[src/rtl/wavelet_2d_multilevel.sv]
// In-place multilevel 2D integer Haar (S-transform) lifting engine for an N x N frame
// held in an external simple-dual-port RAM; one line is buffered, transformed and written back.
module wavelet_2d_multilevel #(
  parameter int DATA_W     = 16,
  parameter int LOG2_N     = 6,
  parameter int MAX_LEVELS = 3,
  parameter int LVL_W      = 2
) (
  input  logic                  clk,
  input  logic                  rst,
  input  logic                  start,
  input  logic [LVL_W-1:0]      levels_cfg,
  output logic                  busy,
  output logic                  done,
  output logic                  sat_flag,
  output logic                  rd_en,
  output logic [2*LOG2_N-1:0]   rd_addr,
  input  logic [DATA_W-1:0]     rd_data,
  output logic                  wr_en,
  output logic [2*LOG2_N-1:0]   wr_addr,
  output logic [DATA_W-1:0]     wr_data
);

  localparam int N  = 1 << LOG2_N;
  localparam int AW = 2 * LOG2_N;
  localparam logic [LVL_W-1:0]  MAX_L = LVL_W'(MAX_LEVELS);
  localparam logic [DATA_W-1:0] D_MAX = {1'b0, {(DATA_W-1){1'b1}}};
  localparam logic [DATA_W-1:0] D_MIN = {1'b1, {(DATA_W-1){1'b0}}};

  typedef enum logic [2:0] {
    S_IDLE,
    S_LOAD,
    S_FLUSH,
    S_WRITE,
    S_DONE
  } state_t;

  state_t              state_q, state_d;
  logic [LVL_W-1:0]    levels_q, levels_d;
  logic [LVL_W-1:0]    lvl_q, lvl_d;
  logic                pass_q, pass_d;      // 0: row pass, 1: column pass
  logic [LOG2_N-1:0]   line_q, line_d;
  logic [LOG2_N-1:0]   elem_q, elem_d;
  logic                sat_q, sat_d;
  logic                busy_q, busy_d;
  logic                done_q, done_d;
  logic                rd_en_q, rd_en_d;
  logic [AW-1:0]       rd_addr_q, rd_addr_d;
  logic                wr_en_q, wr_en_d;
  logic [AW-1:0]       wr_addr_q, wr_addr_d;
  logic [DATA_W-1:0]   wr_data_q, wr_data_d;

  logic [DATA_W-1:0]   line_buf_q [N];

  logic [LVL_W-1:0]    cfg_lim;
  logic [LOG2_N-1:0]   m_last;              // M-1 for the current level
  logic [LOG2_N-1:0]   m_half;              // M/2 for the current level
  logic [AW-1:0]       addr_next;
  logic                is_detail;
  logic [LOG2_N-1:0]   pair_k;
  logic [LOG2_N-1:0]   idx_a, idx_b;
  logic signed [DATA_W-1:0] op_a, op_b;
  logic signed [DATA_W:0]   a_ext, b_ext, d_full, s_full;
  logic                d_ovf;
  logic [DATA_W-1:0]   d_sat;
  logic                buf_we;
  logic [LOG2_N-1:0]   buf_idx;

  assign cfg_lim = (levels_cfg > MAX_L) ? MAX_L : levels_cfg;
  assign m_last  = {LOG2_N{1'b1}} >> lvl_q;
  assign m_half  = (m_last >> 1) + LOG2_N'(1);

  // Sequencing: line -> pass -> level -> done.
  // NOTE: every variable gets a default before the case so no path leaves it unassigned (no latches).
  always_comb begin
    state_d  = state_q;
    levels_d = levels_q;
    lvl_d    = lvl_q;
    pass_d   = pass_q;
    line_d   = line_q;
    elem_d   = elem_q;
    case (state_q)
      S_IDLE: begin
        if (start) begin
          levels_d = cfg_lim;
          lvl_d    = '0;
          pass_d   = 1'b0;
          line_d   = '0;
          elem_d   = '0;
          state_d  = (cfg_lim == '0) ? S_DONE : S_LOAD;
        end
      end
      S_LOAD: begin
        if (elem_q == m_last) begin
          elem_d  = '0;
          state_d = S_FLUSH;
        end else begin
          elem_d = elem_q + LOG2_N'(1);
        end
      end
      S_FLUSH: begin
        elem_d  = '0;
        state_d = S_WRITE;
      end
      S_WRITE: begin
        if (elem_q == m_last) begin
          elem_d  = '0;
          state_d = S_LOAD;
          if (line_q != m_last) begin
            line_d = line_q + LOG2_N'(1);
          end else begin
            line_d = '0;
            if (!pass_q) begin
              pass_d = 1'b1;
            end else begin
              pass_d = 1'b0;
              if (lvl_q == levels_q - LVL_W'(1)) state_d = S_DONE;
              else                               lvl_d   = lvl_q + LVL_W'(1);
            end
          end
        end else begin
          elem_d = elem_q + LOG2_N'(1);
        end
      end
      S_DONE:  state_d = S_IDLE;
      default: state_d = S_IDLE;
    endcase
  end

  // Lifting operands for the element about to be written; in FLUSH the last sample is still on rd_data.
  always_comb begin
    is_detail = (elem_d >= m_half);
    pair_k    = is_detail ? (elem_d - m_half) : elem_d;
    idx_a     = pair_k << 1;
    idx_b     = idx_a | LOG2_N'(1);
    op_a      = $signed(line_buf_q[idx_a]);
    op_b      = ((state_q == S_FLUSH) && (idx_b == m_last)) ? $signed(rd_data)
                                                            : $signed(line_buf_q[idx_b]);
    a_ext     = {op_a[DATA_W-1], op_a};
    b_ext     = {op_b[DATA_W-1], op_b};
    d_full    = b_ext - a_ext;
    s_full    = a_ext + (d_full >>> 1);
    d_ovf     = d_full[DATA_W] ^ d_full[DATA_W-1];
    if (d_ovf) d_sat = d_full[DATA_W] ? D_MIN : D_MAX;
    else       d_sat = d_full[DATA_W-1:0];
  end

  // Outputs are registered from the next-state values so they line up with the state they describe.
  always_comb begin
    addr_next = pass_d ? {elem_d, line_d} : {line_d, elem_d};
    busy_d    = (state_d == S_LOAD) || (state_d == S_FLUSH) || (state_d == S_WRITE);
    done_d    = (state_d == S_DONE);
    rd_en_d   = (state_d == S_LOAD);
    wr_en_d   = (state_d == S_WRITE);
    rd_addr_d = rd_en_d ? addr_next : '0;
    wr_addr_d = wr_en_d ? addr_next : '0;
    wr_data_d = '0;
    sat_d     = sat_q;
    if (state_q == S_IDLE && start) sat_d = 1'b0;
    if (wr_en_d) begin
      wr_data_d = is_detail ? d_sat : s_full[DATA_W-1:0];
      if (is_detail && d_ovf) sat_d = 1'b1;
    end
  end

  always_comb begin
    buf_we  = 1'b0;
    buf_idx = '0;
    if (state_q == S_LOAD && elem_q != '0) begin
      buf_we  = 1'b1;
      buf_idx = elem_q - LOG2_N'(1);
    end else if (state_q == S_FLUSH) begin
      buf_we  = 1'b1;
      buf_idx = m_last;
    end
  end

  // NOTE: non-blocking assignments so every register updates from pre-edge values.
  always_ff @(posedge clk or posedge rst) begin
    if (rst) begin
      state_q   <= S_IDLE;
      levels_q  <= '0;
      lvl_q     <= '0;
      pass_q    <= 1'b0;
      line_q    <= '0;
      elem_q    <= '0;
      sat_q     <= 1'b0;
      busy_q    <= 1'b0;
      done_q    <= 1'b0;
      rd_en_q   <= 1'b0;
      rd_addr_q <= '0;
      wr_en_q   <= 1'b0;
      wr_addr_q <= '0;
      wr_data_q <= '0;
    end else begin
      state_q   <= state_d;
      levels_q  <= levels_d;
      lvl_q     <= lvl_d;
      pass_q    <= pass_d;
      line_q    <= line_d;
      elem_q    <= elem_d;
      sat_q     <= sat_d;
      busy_q    <= busy_d;
      done_q    <= done_d;
      rd_en_q   <= rd_en_d;
      rd_addr_q <= rd_addr_d;
      wr_en_q   <= wr_en_d;
      wr_addr_q <= wr_addr_d;
      wr_data_q <= wr_data_d;
    end
  end

  // NOTE: the line buffer is not reset; every entry is loaded before it is read, so it maps to plain RAM.
  always_ff @(posedge clk) begin
    if (buf_we) line_buf_q[buf_idx] <= rd_data;
  end

  assign busy     = busy_q;
  assign done     = done_q;
  assign sat_flag = sat_q;
  assign rd_en    = rd_en_q;
  assign rd_addr  = rd_addr_q;
  assign wr_en    = wr_en_q;
  assign wr_addr  = wr_addr_q;
  assign wr_data  = wr_data_q;

endmodule
[config.mk]
export PLATFORM = sky130hd
export DESIGN_NAME = wavelet_2d_multilevel
export DESIGN_NICKNAME = d
export VERILOG_FILES = /design/src/rtl/wavelet_2d_multilevel.sv
export SDC_FILE = /design/constraint.sdc
export NUM_CORES = 2
export LEC_CHECK = 0
export ABC_AREA = 1
export BUFFER_PORTS_ARGS = -buffer_cell sky130_fd_sc_hd__buf_2
export CELL_PAD_IN_SITES_DETAIL_PLACEMENT = 2
export CELL_PAD_IN_SITES_GLOBAL_PLACEMENT = 2
export CORE_UTILIZATION = 40
export DETAILED_ROUTE_END_ITERATION = 6
export PLACE_DENSITY = 0.8
export REMOVE_ABC_BUFFERS = 1
export SLEW_MARGIN = 20
export SYNTH_ARGS = -nofsm -noshare
export SYNTH_HDL_FRONTEND = slang
export SYNTH_SLANG_ARGS = --single-unit
[constraint.sdc]
create_clock -name clk -period 16.5 [get_ports clk]
set_input_delay 3.3 -clock clk [delete_from_list [all_inputs] [get_ports clk]]
set_output_delay 3.3 -clock clk [all_outputs]
set_load 0.01 [all_outputs]
======== Word level (Yosys, flattened, before mapping) ========
Memories as Yosys holds them, arrays and structs flattened.
Cells that the tools add are included.
word-level totals
  output and inout bits ................... 45
  memories kept ........................... 1
  register bits after elaboration ......... 65
  input bits .............................. 21
  memory bits (read-only) ................. 0
  logic and storage cells ................. 102
  RAM bits ................................ 1024
  latch bits .............................. 0
operators by class
  mux-type cells .......................... 45
  divide/modulo/power cells ............... 0
  bitwise gates (word level) .............. 1
  shift-type cells ........................ 1
  $lt $le $gt $ge ......................... 2
  $add $sub $neg .......................... 9
  reductions and logical operators ........ 13
  eq/ne operators ......................... 16
  $mul .................................... 0
memories
  name        depth  width  rd ports  clocked after Yosys merged registers in  wr ports  RTL line  source
  line_buf_q  64     16     2         0                                        1         53        logic [DATA_W-1:0] line_buf_q [N];
operators by type and width
  operator                                                            count
  16-bit 2-to-1 mux                                                   5
  6-bit 2-to-1 mux                                                    7
  12-bit 2-to-1 mux                                                   3
  3-bit 2-to-1 mux                                                    7
  6-bit case mux with 3 select lines                                  1
  16-bit by 16-bit subtractor with 17-bit output                      1
  16-bit adder                                                        1
  6-bit by 1-bit adder with 6-bit output, second input constant       2
  3-bit by 2-bit == test with 1-bit output, second input constant     4
  6-bit == test                                                       2
  2-bit 2-to-1 mux                                                    6
  3-bit case mux with 4 select lines                                  1
  6-bit case mux with 2 select lines                                  1
  1-bit 2-to-1 mux                                                    11
  2-bit != test, second input constant                                5
  5-bit by 1-bit adder with 6-bit output, second input constant       1
  3-bit by 1-bit == test with 1-bit output, second input constant     2
  6-bit greater-or-equal comparator                                   1
  6-bit != test                                                       1
  6-bit AND reduction                                                 1
  6-bit nonzero test                                                  1
  6-bit by 2-bit right shift with 6-bit output, first input constant  1
  6-bit by 1-bit subtractor with 6-bit output, second input constant  1
  5-bit 2-to-1 mux                                                    1
  16 further kinds                                                    20

======== Depth between registers and ports, before layout ========
  word-level depth ........................ 14
  gate-level depth with buffers ........... 52

======== Least setup slack after synthesis ========
OpenSTA, ideal clock, no wires.
  kind .................................... input port to flip-flop
  start ................................... input port start
  end ..................................... register wr_data_q[13], in the netlist wr_data[13]
  path slack .............................. 7.822 ns
  data required time ...................... 16.362 ns
  buffers on the path ..................... 3
  cell stages on the path ................. 43
  arrival ................................. 8.540 ns
  cell sequence ........................... inv_1 a31oi_1 o21ai_1 ha_1 nand2_1 nand3b_1 nand2_1 nand2_1 nand2_1 nand2_1 clkbuf_1 nand2_1 nand2_1 inv_2 clkbuf_1 buf_2 nand3_1 nand3_1 (+7 left out) o21ai_0 nand2_1 inv_1 o21ai_0 inv_1 o21ai_0 a21boi_0 o21ai_0 nand2_1 nand2_1 ha_1 nand2_1 nor2_1 a211oi_1 o21ai_0 a21oi_1 o21a_1 a211oi_1
on the way
  cells in the longest elaborated chain, start to end .. 12
  elaborated cells between the ends (all ways) .. 19
  classes of those cells .................. add/sub: 3; order compare: 1; eq/ne: 2; mux: 10; bitwise: 1; reduce/logical: 1; memory: 1
RTL lines
  item                                                                                                    RTL line  source
  from (decl)                                                                                             11        input logic start,
  6-bit 2-to-1 mux *                                                                                      84        if (start) begin
  6-bit case mux with 3 select lines *                                                                    82        case (state_q)
  via elem_d[2]                                                                                           43        logic [LOG2_N-1:0] elem_q, elem_d;
  parallel branches: the longest is 8 deep, another holds 16-bit by 16-bit subtractor with 17-bit output  --
  16-bit 2-to-1 mux *                                                                                     161       wr_data_d = is_detail ? d_sat : s_full[DATA_W-1:0];
  16-bit 2-to-1 mux *                                                                                     160       if (wr_en_d) begin
  via wr_data_d[13]                                                                                       51        logic [DATA_W-1:0] wr_data_q, wr_data_d;
  to (signal assigned)                                                                                    209       wr_data_q <= wr_data_d;
  to (decl)                                                                                               51
Mark *: on every way through the listed nets, which the timed path passes.
A chain may end at the register's enable or synchronous reset.

======== Worst setup path after layout ========
  start ................................... input port start
  end ..................................... register wr_data_q[6], in the netlist wr_data[6]
The elaborated chain is that of the path after synthesis.

==> flow_summary.ini <==
[floorplanning]
start_util = 0.403
fp.dieH_um = 339
num_rows = 123
pin_count = 66
coreArea_um2 = 112000
chipWidth_um = 339
dieArea_um2 = 115000

[clock_tree]
cts_tree = done
worstSkewPairLatency_ns = 0.72
cts_resized = 0
cts_setup_buffers = 0
cts_hold_buf = 0
numCtsBuffers = 112
ctsLongestPathBuffers = 3
path_clk_slew_ns = 0.07
cts.htree.levels = 3
cts_root_buf = clkbuf_16
cts_sinks = 1089

[timing]
final_max_slew_viol_count = 0
fmax_mhz = 81.6
relSlewSlack = 0.159
finalHoldViolCount = 0
timing.hold.ws_ns = 0.523
post-route-period-util = 0.742
period_needed_ns = 12.25
tightest_slew_ns = 1.26
rsz0062_at_grt = false
tns_ns = 0
setup-violations-final = 0
clock-skew-final_ns = 0.0308

[global_route]
grt_pass1_vias = 34600
track_usage = 0.291
grt_max_degree = 179
grt_overflow_total = 0
antenna_found_initial = 6
grt_first_pass_wirelength_um = 247000

[critical_path]
reg2reg_depth = 43
worstPathMaxFanout = 48
cp_common_cell = nand2_1
crit_family = simple AND/OR/NAND/NOR gates
criticalPathCategory = in2reg
r2r_start = lvl_q[1]
r2r_setup_slack_ns = 5.52
startpoint_type = input pin
endpoint_kind = flop
worstPathArrival_ns = 12.85
max_stage_delay_ns = 0.83
path_buf_inv = 9
startpoint = start
critPathSlowestCell = clkinv_1
worstSetupEndpoint = wr_data[6]
r2r_end = wr_data[6]
worstPathRequired_ns = 17.10
crit_cells = 37

[detailed_routing]
wl_per_cell_um = 32.7
top_layer_used = met5
drt_iter0_drc = 3595
drt-total-wl_um = 170000
vias = 31900
drt-pass1-iter-count = 7
drc_errors = 0
routed-wl-met3_um = 11400
met1_length_um = 67200
ant_nets = 0
dr_wl_met2_um = 83900
vias_per_cell = 6.15

[yosys]
synth_area_leaders = edfxtp_1 68%, o21ai_0 5.8%, nor2_1 5.1%
yosysTopAreaCell = edfxtp_1
syn_area_per_cell_um2 = 12.7
synth_flop_cell = edfxtp_1
synth_seq_cells = 1089
ys_seq_area_frac = 0.714
async_reset_ff_frac = 0.0597
synthTopCellsByCount = 1024 x edfxtp_1, 612 x nor2_1, 521 x o21ai_0
synth_cells = 3570
yosysMostFrequentCell = edfxtp_1
synth-edff-count = 1024
ys_warn_count = 0
synth_cell_types = 52
syn_area_um2 = 45300
netlist.area_leader.share = 0.678

[layout]
stdcell_count = 5186
nFillCells = 11000
finalNetCount = 3662
drive_gt1_frac = 0.111
multi_input_area_um2 = 11400
seqCellArea_um2 = 32400
area.growth.synth_to_final_pct = 11.8
final_cell_area_um2 = 50700

[worst_hold_path]
hold_path.class = reg2reg

[place]
io_buffers = 65
dpl_cell_area_um2 = 47000
dp.cells = 4976
place.gp.congestion = 0.873
dp_hpwl_um = 95800

[flow_run]
maxCapViolCount = 0

[run_status]
status = complete, no violations
[per-stage QoR]
step / setup WS (ns) / utilization
floorplan: 2.56 / -
global placement: 4.64 / 0.418
detailed placement: 4.01 / 0.418
CTS: 4.51 / 0.449
global route: 3.76 / 0.450
finish: 4.25 / 0.450
[kinds of logic (layout without fill, tap and decap cells)]
logic type,count (synthesis),after routing,share of synthesized area
xor gates and xnor gates,17,17,0.00328
other,0,1,0
muxes,2,2,0.000442
buffers and inverters,378,493,0.0406
and+or+nand+nor,1018,1018,0.0918
adders and majority gates,50,50,0.0141
DFF,1089,1089,0.714
AOI/OAI and AO/OA,1016,1016,0.136
[registers in the layout, summed over array words and instances (netlist names), 3 cells and up]
| name | count |
|---|---|
| elem_q | 6 |
| line_buf_q | 1024 |
| line_q | 6 |
| rd_addr | 12 |
| state_q | 3 |
| wr_addr | 12 |
| wr_data | 16 |
[metal layers]
metal | up-vias | track usage
met2 | 1442 | 0.494
met3 | 393 | 0.0404
met1 | 16800 | 0.376
met4 | 2 | 0.120
li1 | 13300 | -
met5 | - | 0
[tightest hold or removal path, cell delays in order (launching register included)]
cell     delay, ns
dfrtp_1       0.36
nand2_1       0.06
o21ai_0       0.07
[worst min-delay path by stage]
stage | startpoint | endpoint | slack (ns) | depth (start not counted)
after global routing | levels_q[1] | levels_q[1] | 0.57 | 2
after floorplan | levels_q[1] | levels_q[1] | 0.47 | 2
after detailed placement | levels_q[1] | levels_q[1] | 0.51 | 2
final | levels_q[1] | levels_q[1] | 0.52 | 2
after CTS | levels_q[1] | levels_q[1] | 0.53 | 2
after global placement | levels_q[1] | levels_q[1] | 0.50 | 2
[cell type report]
class | count | share of cell area
diodes | 1 | 0.0000494
multi-input cells | 2103 | 0.225
inverters | 151 | 0.0116
repair buffers | 134 | 0.0175
clock inverters | 70 | 0.0115
clock buffers | 138 | 0.0589
flip-flops and latches | 1089 | 0.639
well taps | 1500 | 0.0370
[layout by cell type, fill, tap and decap left out, types with 63 or more instances in the layout]
cell type  count
buf_2         65
inv_1        126
o211ai_1      74
nand3_1      137
buf_4         65
clkbuf_16    114
o22ai_1       93
nand2_1      217
edfxtp_1    1024
nor2_1       565
dfrtp_1       65
o221ai_1     148
o21ai_0      521
o21ai_1       63
Power is left out: the tool's default activity adds up to more than one toggle a clock period on the data nets, which glitch-free logic cannot reach.
